--- src/rtl/stream_mux_pkg.sv ---
// Shared types and limits for the stream multiplexer / arbiter.
package stream_mux_pkg;

    typedef enum logic {
        MODE_SEL = 1'b0,
        MODE_RR  = 1'b1
    } mux_mode_e;

    localparam int MAX_CHANNELS = 16;

endpackage

--- src/rtl/rr_arbiter.sv ---
// Combinational round-robin pick: rotate by ptr, priority-encode, rotate back.
module rr_arbiter
    import stream_mux_pkg::*;
#(
    parameter int CHANNELS = 8,
    parameter int SELW     = $clog2(CHANNELS)
) (
    input  logic [CHANNELS-1:0] req,
    input  logic [SELW-1:0]     ptr,
    output logic [SELW-1:0]     gnt_idx,
    output logic                gnt_any
);

    localparam logic [SELW:0] CH = (SELW+1)'(CHANNELS);

    logic [2*CHANNELS-1:0] dbl;
    logic [CHANNELS-1:0]   rot;
    logic [SELW-1:0]       off;
    logic [SELW:0]         sum;

    always_comb begin
        dbl     = {req, req} >> ptr;
        rot     = dbl[CHANNELS-1:0];
        off     = '0;
        gnt_any = 1'b0;
        // Scan downward so the lowest rotated offset wins.
        for (int i = CHANNELS - 1; i >= 0; i--) begin
            if (rot[i]) begin
                off     = i[SELW-1:0];
                gnt_any = 1'b1;
            end
        end
        sum = {1'b0, ptr} + {1'b0, off};
        if (sum >= CH) begin
            sum = sum - CH;
        end
        gnt_idx = sum[SELW-1:0];
    end

endmodule

--- src/rtl/stream_mux_arb.sv ---
// N-way stream mux with explicit-select or round-robin grant and a
// single-entry registered output stage.
module stream_mux_arb
    import stream_mux_pkg::*;
#(
    parameter int WIDTH    = 16,
    parameter int CHANNELS = 8,
    parameter int SELW     = $clog2(CHANNELS)
) (
    input  logic                      clk,
    input  logic                      rst_n,
    input  logic                      mode,
    input  logic [SELW-1:0]           sel,
    input  logic [CHANNELS-1:0]       in_valid,
    input  logic [CHANNELS*WIDTH-1:0] in_data,
    output logic [CHANNELS-1:0]       in_ready,
    output logic                      out_valid,
    output logic [WIDTH-1:0]          out_data,
    output logic [SELW-1:0]           out_chan,
    input  logic                      out_ready,
    output logic                      sel_err
);

    localparam int            PADN = 1 << SELW;
    localparam logic [SELW:0] CH   = (SELW+1)'(CHANNELS);

    mux_mode_e        md;
    logic             load;
    logic             sel_ok;
    logic             gnt_any;
    logic             rr_any;
    logic [SELW-1:0]  gnt;
    logic [SELW-1:0]  rr_idx;
    logic [PADN-1:0]  vpad;

    logic             out_valid_q, out_valid_d;
    logic [WIDTH-1:0] out_data_q, out_data_d;
    logic [SELW-1:0]  out_chan_q, out_chan_d;
    logic [SELW-1:0]  ptr_q, ptr_d;
    logic             sel_err_q, sel_err_d;

    assign md = mux_mode_e'(mode);

    rr_arbiter #(
        .CHANNELS(CHANNELS),
        .SELW    (SELW)
    ) u_arb (
        .req    (in_valid),
        .ptr    (ptr_q),
        .gnt_idx(rr_idx),
        .gnt_any(rr_any)
    );

    always_comb begin
        load = !out_valid_q || out_ready;
        // Zero-extend so an out-of-range sel reads as "not valid".
        vpad = '0;
        vpad[CHANNELS-1:0] = in_valid;
        sel_ok  = {1'b0, sel} < CH;
        gnt     = '0;
        gnt_any = 1'b0;
        unique case (md)
            MODE_RR: begin
                gnt     = rr_idx;
                gnt_any = rr_any;
            end
            MODE_SEL: begin
                if (sel_ok && vpad[sel]) begin
                    gnt     = sel;
                    gnt_any = 1'b1;
                end
            end
        endcase

        in_ready = '0;
        if (rst_n && load && gnt_any) begin
            in_ready[gnt] = 1'b1;
        end

        out_valid_d = out_valid_q;
        out_data_d  = out_data_q;
        out_chan_d  = out_chan_q;
        ptr_d       = ptr_q;
        if (load) begin
            out_valid_d = gnt_any;
            if (gnt_any) begin
                out_data_d = in_data[gnt*WIDTH +: WIDTH];
                out_chan_d = gnt;
                if (md == MODE_RR) begin
                    ptr_d = (gnt == SELW'(CHANNELS - 1)) ? '0 : gnt + 1'b1;
                end
            end
        end
        sel_err_d = (md == MODE_SEL) && !sel_ok && load;
    end

    always_ff @(posedge clk or negedge rst_n) begin
        if (!rst_n) begin
            out_valid_q <= 1'b0;
            out_data_q  <= '0;
            out_chan_q  <= '0;
            ptr_q       <= '0;
            sel_err_q   <= 1'b0;
        end else begin
            out_valid_q <= out_valid_d;
            out_data_q  <= out_data_d;
            out_chan_q  <= out_chan_d;
            ptr_q       <= ptr_d;
            sel_err_q   <= sel_err_d;
        end
    end

    assign out_valid = out_valid_q;
    assign out_data  = out_data_q;
    assign out_chan  = out_chan_q;
    assign sel_err   = sel_err_q;

endmodule

--- config.mk ---
export PLATFORM = sky130hd
export DESIGN_NAME = stream_mux_arb
export DESIGN_NICKNAME = d
export VERILOG_FILES = /design/src/rtl/stream_mux_pkg.sv /design/src/rtl/rr_arbiter.sv /design/src/rtl/stream_mux_arb.sv
export SDC_FILE = /design/constraint.sdc
export NUM_CORES = 1
export LEC_CHECK = 0
export ABC_AREA = 0
export BUFFER_PORTS_ARGS = -buffer_cell sky130_fd_sc_hd__buf_2
export CAP_MARGIN = 40
export CORE_UTILIZATION = 40
export DETAILED_ROUTE_END_ITERATION = 7
export HOLD_SLACK_MARGIN = 0.05
export PLACE_DENSITY = 0.81
export SYNTH_ARGS = -nofsm -noshare
export SYNTH_HDL_FRONTEND = slang
export SYNTH_HIERARCHICAL = 1
export SYNTH_SLANG_ARGS = --single-unit
--- constraint.sdc ---
create_clock -name clk -period 3.6 [get_ports clk]
set_input_delay 0.18 -clock clk [delete_from_list [all_inputs] [get_ports clk]]
set_output_delay 0.18 -clock clk [all_outputs]
set_load 0.02 [all_outputs]
==> flow_results.org, run 1 <==
** Yosys
- Main flop type after synthesis :: sky130_fd_sc_hd__dfrtp_1
- Of all flip-flops after synthesis, the portion carrying an async set or reset was 1.00.
- Synthesis produced a netlist with a net count of 612.
- Mean instance size in the synthesized netlist :: 7.25 sq um
- Post-synthesis cell count :: 467
- Sequential cell area fraction in the yosys report :: 0.170
- Of the post-synthesis cell area, the dominant cell type holds 0.170.
- The mapped netlist covers 0.00338 sq mm.
- Most area-consuming cells after synthesis :: sky130_fd_sc_hd__dfrtp_1, sky130_fd_sc_hd__nand2_1, sky130_fd_sc_hd__a21o_1, sky130_fd_sc_hd__a21oi_1, sky130_fd_sc_hd__nand3_1
- sky130_fd_sc_hd__dfrtp_1 takes more of the synthesized area than any other cell.
- Synthesized flop and latch total :: 23
- Yosys printed 6 warnings.
- The number of different library cells used by synthesis comes to 65.
- The synthesized design contains 0 enable-type register cells.

** Global routing
- The initial antenna violation count came to 0.
- Gr usage total :: 0.321
- Summed over all layers, the global routing overflow is 0.
- Number of global-route vias before repair :: 4,318
- First-pass GRT wire length :: 21,900 um
- Entering global routing, the biggest net connects 50 pins.

** Routing
- Summed over all layers, the routed wires come to 15,900 um.
- The routed layout has 4,868 vias.
- Final routed DRC violation total :: 0
- The count of nets left with antenna violations once routing finished came out at 0.
- Before antenna repair, the detailed router went through 7 iterations.
- 1st-iter DRT viols :: 508
- After detailed routing, the number of vias per cell comes to 6.43.
- After detailed routing, the average wire length per cell comes to 21.0 um.

** Timing
- Post-route setup TNS :: -6060 ps
- Worst clock skew :: 17.1 ps
- The routed design could run at a clock period as short as 3940 ps.
- Measured against its own limit, the worst slew margin works out to 0.441.
- Worst-Margin Slew :: 837 ps
- Tcrit/Tclk final :: 1.09
- The final count of pins violating max slew came to 0.
- Worst path setup slack after routing :: -335 ps
- Setup repair after global routing could not meet its margin everywhere.
- Number of hold-slack violations in the final timing report :: 0
- For this run, the top clock speed supported by timing is 0.254 GHz.
- Final Setup Violations :: 26

** Clocking
- Clock buffer count from CTS :: 3
- Count of H-tree levels built during CTS :: 1
- For the worst-skew pair, the clock arrives at the later sink with an insertion delay of 270 ps.
- Counting along the longest clock path gives a buffer depth of 2.
- The tree built by TritonCTS fans out to 23 sinks.
- CTS root buf :: sky130_fd_sc_hd__clkbuf_8
- Clock-pin slew was measured on the worst setup and hold paths at 80 ps.
- TritonCTS built the clock tree.

** Setup path
- The signal on the critical path passes through buf_6, mux2_1, nand2b_1, nand2b_1, a211o_1, o221ai_1, a21oi_1, fa_1, inv_1, and2_4, a221o_2, buf_12, buf_6, nand2_2, a21oi_2, a21oi_2, a41oi_2.
- Crit path launch type :: flop
- Peak per-stage delay on the critical path :: 520 ps
- Data required, critical path :: 3720 ps
- The worst setup path is captured at a flop.
- Slowest CP cell :: sky130_fd_sc_hd__fa_1
- Crit path kind :: flop to flop
- The setup check on the worst reg-to-reg path leaves a slack of -340 ps.
- Data on the critical path arrives at its endpoint at 4050 ps.
- Worst-path maximum fanout :: 9

** Run
- Max capacitance violation total :: 0

** Die
- The die covers 0.00883 sq mm.
- Chip Width :: 94.0 um
- For this configuration, the core starts out at a cell density of 0.412.
- Placement row count :: 33
- Number of top-level design ports :: 172
- The total area inside the core boundary comes to 0.00822 sq mm.
- Measured along the y axis, the die boundary spans 94.0 um.

** Power
- Power density over the cells :: 1060 mW/mm^2
- In this run the static leakage power is 2.41 nW.
- The worst-case IR drop observed on VDD is 0.686 mV.
- Power, Total :: 5.87 mW

** Final layout
- The finished layout holds 757 standard cells, fillers aside.
- Fraction of final layout cells with drive strength greater than 1 :: 0.575
- Inserted Diodes :: 0
- Net count reported at finish :: 798
- Area added between synthesis and finish :: 63.1%
- Fillers :: 611

** Place
- After legalization and detailed placement, the total HPWL measured 9400 um.
- Timing analysis after detailed placement gives a worst setup slack of -268 ps.
- Placed Cells :: 732
- Buffers placed on the I/O ports in this run total 170.
- Routability cong. :: 0.897

** Hold path
- In this run the worst hold path is classified as input pin to flop.

** Status
- Failing checks :: negative setup slack
- Outcome :: finished, violations left
timing repair:
action	CTS	global route
gates cloned	5	1
gates resized for setup	104	69
hold buffers	1	0
endpoints found under the hold margin	23	0
buffers inserted	12	3
endpoints found under the setup margin	25	26
pin swaps	48	41
per-stage QoR:
stage	utilization	cell area [sq um]	hold WS, ps
floorplan	-	3400	-116
global placement	0.546	4480	197
detailed placement	0.546	4480	205
CTS	0.630	5170	304
global route	0.672	5520	310
finish	0.672	5520	316
Yosys cell counts, drive strengths merged (2+ instances only):
cell type,instances
a211oi,5
nand3b,4
a21oi,48
dfrtp,23
buf,34
nand2b,4
o211ai,2
nand2,69
nor4b,3
a41oi,16
and2,3
o21a,2
nor2,35
nor3,11
a211o,2
mux2i,7
a22o,2
nor4,2
inv,7
o21ai,37
nor3b,3
nand3,37
xnor2,3
mux2,8
a221oi,19
a21o,32
clkbuf,20
mux4,4
a22oi,3
nor2b,6
a31oi,2
sequential cells by signal, indices dropped and copies added, names as in the netlist:
| name | flops |
|---|---|
| out_chan | 3 |
| out_data | 16 |
| out_valid | 1 |
| ptr_q | 3 |
routing by layer:
metal | wire, um | track usage | vias to the layer above
met2 | 7340 | 0.512 | 402
li1 | - | - | 2100
met3 | 1690 | 0.0736 | 110
met4 | 969 | 0.141 | 0
met5 | 0 | 0 | -
met1 | 5920 | 0.413 | 2256
cell type report:
class                   count  area, sq um  share of cell area
clock buffers               3         41.3             0.00748
multi-input cells         383         3110               0.563
inverters                   7         26.3             0.00476
well taps                 105          131              0.0238
flip-flops and latches     23          576               0.104
clock inverters             1         5.00            0.000907
repair buffers            235         1630               0.295
worst max-delay path, delay by kind of cell, from the launching register on:
| family | cells | cell delay, ps |
|---|---|---|
| muxes | 1 | 350 |
| adders and majority gates | 1 | 520 |
| and+or+nand+nor | 4 | 660 |
| DFF | 1 | 420 |
| AOI/OAI and AO/OA | 7 | 1320 |
| buffers and inverters | 4 | 510 |
cell usage in the layout, fill, tap and decap left out, types with 3 or more instances in the layout:
cell,synthesis,layout
sky130_fd_sc_hd__nor3_4,0,4
sky130_fd_sc_hd__nand3_1,36,36
sky130_fd_sc_hd__buf_6,6,15
sky130_fd_sc_hd__o21ai_0,34,33
sky130_fd_sc_hd__nand2_1,69,35
sky130_fd_sc_hd__nor2_1,33,31
sky130_fd_sc_hd__a221oi_4,0,3
sky130_fd_sc_hd__nand3b_1,4,4
sky130_fd_sc_hd__mux2i_1,7,7
sky130_fd_sc_hd__mux4_2,3,3
sky130_fd_sc_hd__clkbuf_8,0,3
sky130_fd_sc_hd__buf_2,18,164
sky130_fd_sc_hd__a21oi_4,0,5
sky130_fd_sc_hd__nand2_4,0,20
sky130_fd_sc_hd__mux2_4,2,3
sky130_fd_sc_hd__a21o_1,32,32
sky130_fd_sc_hd__mux2_2,5,4
sky130_fd_sc_hd__nand2b_1,4,3
sky130_fd_sc_hd__a21oi_2,1,28
sky130_fd_sc_hd__inv_1,5,4
sky130_fd_sc_hd__buf_12,0,5
sky130_fd_sc_hd__o21ai_1,2,3
sky130_fd_sc_hd__dfrtp_1,23,23
sky130_fd_sc_hd__nor3_1,11,7
sky130_fd_sc_hd__nand2_2,0,14
sky130_fd_sc_hd__nor2b_1,5,5
sky130_fd_sc_hd__a41oi_2,10,16
sky130_fd_sc_hd__nor2_4,0,3
sky130_fd_sc_hd__a211oi_1,3,3
sky130_fd_sc_hd__buf_8,0,5
sky130_fd_sc_hd__inv_2,2,3
sky130_fd_sc_hd__a221oi_2,1,14
sky130_fd_sc_hd__buf_16,0,5
sky130_fd_sc_hd__a21oi_1,47,15
sky130_fd_sc_hd__buf_4,8,39
sky130_fd_sc_hd__nor3b_1,3,3
kinds of logic after synthesis:
family / Yosys count / synth area share
buffers and inverters: 61 / 0.0976
muxes: 19 / 0.0773
other: 1 / 0.00111
xor gates and xnor gates: 4 / 0.0104
DFF: 23 / 0.170
AOI/OAI and AO/OA: 177 / 0.383
and+or+nand+nor: 180 / 0.251
adders and majority gates: 2 / 0.00961
final timing paths:
kind / from / endpoint / depth (start not counted)
worst min-delay path: out_ready / out_valid / 3
max in group asynchronous: rst_n / out_data[3] / 3
min in group asynchronous: rst_n / out_data[0] / 2
worst max-delay path: ptr_q[0] / out_data[9] / 17
worst min register to register: out_chan[0] / out_chan[0] / 2
worst max register to register: ptr_q[0] / out_data[9] / 17
power breakdown:
part,switching (mW),internal (mW),total (mW)
clock,0.0884,0.0773,0.166
combinational,2.93,2.27,5.20
sequential,0.109,0.390,0.499
Power figures use the tool's default switching activity.
==> run 2, diff against run 1 <==
--- a/config.mk
+++ b/config.mk
@@ -8,10 +8,11 @@
 export ABC_AREA = 0
 export BUFFER_PORTS_ARGS = -buffer_cell sky130_fd_sc_hd__buf_2
 export CAP_MARGIN = 40
-export CORE_UTILIZATION = 40
+export CORE_MARGIN = 2
+export CORE_UTILIZATION = 32
 export DETAILED_ROUTE_END_ITERATION = 7
 export HOLD_SLACK_MARGIN = 0.05
-export PLACE_DENSITY = 0.81
+export PLACE_DENSITY = 0.68
 export SYNTH_ARGS = -nofsm -noshare
 export SYNTH_HDL_FRONTEND = slang
 export SYNTH_HIERARCHICAL = 1
==> run 2 against run 1 <==
The flow still finishes with violations (negative setup slack). Register-to-register slack gained 30 ps. Cell count increased by 6.2%. Clock power fell by 2%. Non-clock buffer count grew 16. Sequential share of layout area up 0.29 points. Sequential cell count is the same. Via count decreased by 6.7%. Largest power group unchanged.
==> flow_results.org, run 2 (same netlist as run 1, synthesis figures left out) <==
** Status
- Outcome :: finished, violations left (unchanged)
- Failing checks :: negative setup slack (unchanged)

** Final layout
- The number of flip-flops under the largest register name was 16 (unchanged).
- Fraction of final layout cells with drive strength greater than 1 :: 0.557 (was 0.575)
- Seq. cell area :: 578 sq um (was 576 sq um)
- The diode insertion count for antenna repair is 0 (unchanged).
- The filler cell count in the final layout came to 945 (was 611).
- The net count reported at finish came to 814 (was 798).
- Area added between synthesis and finish :: 59.4% (was 63.1%)
- Most used cells in the layout excluding fill and tap cells :: sky130_fd_sc_hd__buf_2, sky130_fd_sc_hd__buf_4, sky130_fd_sc_hd__nand2_1 (was sky130_fd_sc_hd__buf_2, sky130_fd_sc_hd__buf_4, sky130_fd_sc_hd__nand3_1)
- Area of combinational cells with multiple inputs :: 0.00290 sq mm (was 0.00311 sq mm)
- The most common library cell in the layout ignoring fill and taps was sky130_fd_sc_hd__buf_2 (unchanged).
- Area of all placed cells without fillers :: 0.00540 sq mm (was 0.00552 sq mm)

** Timing
- Shortest period the worst path allows :: 3900 ps (was 3940 ps)
- Post-route setup TNS :: -4420 ps (was -6060 ps)
- The transition time at the pin with the least slew margin was 1040 ps (was 837 ps).
- The fmax came to 0.256 GHz (was 0.254 GHz).
- The final count of pins violating max slew is 0 (unchanged).
- Tcrit/Tclk final :: 1.08 (was 1.09)
- RSZ-0062 raised after global routing: yes (unchanged).
- Headroom to the max-slew limit :: 0.305 (was 0.441)
- Worst clock skew :: 1.32 ps (was 17.1 ps)
- The final setup violation count is 25 (was 26).
- The count of endpoints failing hold in the final timing report was 0 (unchanged).
- The final worst setup slack was -304 ps (was -335 ps).

** Hold path
- Worst Hold Launch :: out_ready (unchanged)
- The depth of the worst hold-timing path was 3 (unchanged).
- The worst min-delay path endpoint was out_valid (unchanged).
- Type of the most critical hold path :: input pin to flop (unchanged)

** Setup path
- The critical path buffer and inverter count came to 4 (unchanged).
- Worst-path maximum fanout :: 8 (was 9)
- Slowest CP cell :: sky130_fd_sc_hd__mux4_2 (was sky130_fd_sc_hd__fa_1)
- The critical path's top delay family is compound AO/OA/AOI/OAI gates (unchanged).
- Number of cell instances on the worst register-to-register path :: 15 (was 17)
- WP data arrival :: 4020 ps (was 4050 ps)
- The worst-case register-to-register setup slack is -300 ps (was -340 ps).
- Crit path kind :: flop to flop (unchanged)
- Data required, critical path :: 3720 ps (about the same)
- Cell Chain, Critical Path: mux4_2, or3_4, a31oi_2, ha_2, inv_2, fa_1, inv_1, and2_4, a221o_2, buf_4, buf_12, nand2_1, a221oi_1, a21oi_1, a41oi_2 (was buf_6, mux2_1, nand2b_1, nand2b_1, a211o_1, o221ai_1, a21oi_1, fa_1, inv_1, and2_4, a221o_2, buf_12, buf_6, nand2_2, a21oi_2, a21oi_2, a41oi_2).
- The origin of the critical flop-to-flop path was ptr_q[0] (unchanged).
- Crit path launch type :: flop (unchanged)
- Worst reg2reg endpoint :: out_data[14] (was out_data[9])
- Peak per-stage delay on the critical path :: 580 ps (was 520 ps)
- CP Capture Type :: flop (unchanged)

** Global routing
- The number of global-route vias before repair is 4,280 (was 4,318).
- The initial antenna violation count was 0 (unchanged).
- First-pass GRT wire length :: 20,700 um (was 21,900 um)
- The overall track demand over capacity in global routing was 0.225 (was 0.321).
- The overflow left after global routing is 0 (unchanged).
- The pin count of the biggest net entering global routing came to 34 (was 50).

** Clocking
- CTS tree :: yes (unchanged)
- Count of H-tree levels built during CTS :: 1 (unchanged)
- The CTS buffer count is 3 (unchanged).
- The post-CTS clock slew at the launch and capture registers of the worst setup and hold paths is 80 ps (about the same).
- CTS sink count :: 23 (unchanged)
- Clock insertion delay at the later pin of the skew report :: 260 ps (was 270 ps)
- CTS root buf :: sky130_fd_sc_hd__clkbuf_8 (unchanged)
- Number of buffers between clock root and the deepest sink :: 2 (unchanged)

** Die
- The starting density of the core was 0.329 (was 0.412).
- The die footprint came to 0.0114 sq mm (was 0.00883 sq mm).
- Chip height :: 107 um (was 94.0 um)
- Placement row count :: 37 (was 33)
- The core footprint was 0.0103 sq mm (was 0.00822 sq mm).
- The number of primary I/O pins is 172 (unchanged).
- The die width came to 107 um (was 94.0 um).

** Place
- The quantity of I/O buffers inserted on ports came to 170 (unchanged).
- The routability congestion estimate is 0.901 (was 0.897).
- Placed Instance Area :: 0.00459 sq mm (was 0.00448 sq mm)
- HPWL after detailed placement :: 9920 um (was 9400 um)

** Routing
- The total detailed-routing wirelength is 14,200 um (was 15,900 um).
- Post-DRT Antenna Nets :: 0 (unchanged)
- 1st-iter DRT viols :: 538 (was 508)
- Wire length per cell :: 17.7 um (was 21.0 um)
- The number of DRC violations after detailed routing is 0 (unchanged).
- DRT Pass-1 Iters :: 6 (was 7)
- The total via count after detailed routing is 4,542 (was 4,868).
- DR vias/cell :: 5.65 (was 6.43)

** Power
- The total leakage power came to 2.36 nW (was 2.41 nW).
- The maximum ir drop on the vdd rail was 0.675 mV (was 0.686 mV).
- The power density over cell area was 1010 mW/mm^2 (was 1060 mW/mm^2).

** Run
- The max-capacitance violation count came to 0 (unchanged).
[run 2: repair_timing]
item,in CTS,in global routing
endpoints found under the setup margin,25,27
cloned,3,3
hold buffers,1,0
pin swaps,22,24
hold endpoints to repair,23,0
buffers inserted,17,11
gates resized for setup,65,55
[run 2: final cells by class]
cell class                 instances  area share
clock buffer                       3     0.00765
sequential                        23       0.107
tap                              136      0.0315
inverter                           7     0.00487
multi-input combinational        383       0.538
clock inverter                     1    0.000928
timing repair buffer             251       0.310
[run 2: worst max-delay path by stage]
stage,slack [ps],start,endpoint,depth (start not counted)
after floorplan,-90,ptr_q[0],in_ready[2],14
after global placement,-170,ptr_q[0],out_data[12],16
after detailed placement,-240,ptr_q[0],out_data[13],16
after CTS,-220,ptr_q[0],in_ready[1],15
after global routing,-390,ptr_q[0],in_ready[1],14
final,-300,ptr_q[0],out_data[14],15
[run 2: power breakdown]
part	switching (mW)	internal (mW)
Sequential	0.102	0.393
Clock	0.0844	0.0772
Combinational	2.61	2.21
Total	2.80	2.68
[run 2: metrics by stage]
stage	util	std cells	setup WS [ps]	hold slack, ps	total power, mW
floorplan	-	467	-92.2	-116	2.77
global placement	0.447	772	-171	206	3.86
detailed placement	0.447	772	-242	211	3.92
CTS	0.494	797	-215	270	4.85
global route	0.525	804	-394	297	5.80
finish	0.525	804	-304	276	5.47
[run 2: routing by layer]
layer / global-route usage / wire length, um / share of wire / vias to the layer above
met5: 0 / 0 / 0 / -
met4: 0.0733 / 299 / 0.021 / 0
met2: 0.387 / 6960 / 0.49 / 228
li1: - / - / - / 2130
met3: 0.0231 / 1080 / 0.076 / 32
met1: 0.295 / 5890 / 0.41 / 2152
[run 2: tightest hold or removal path, stage by stage]
cell                       delay, ps
sky130_fd_sc_hd__buf_2            80
sky130_fd_sc_hd__nor2b_1          70
sky130_fd_sc_hd__nand3b_1        160
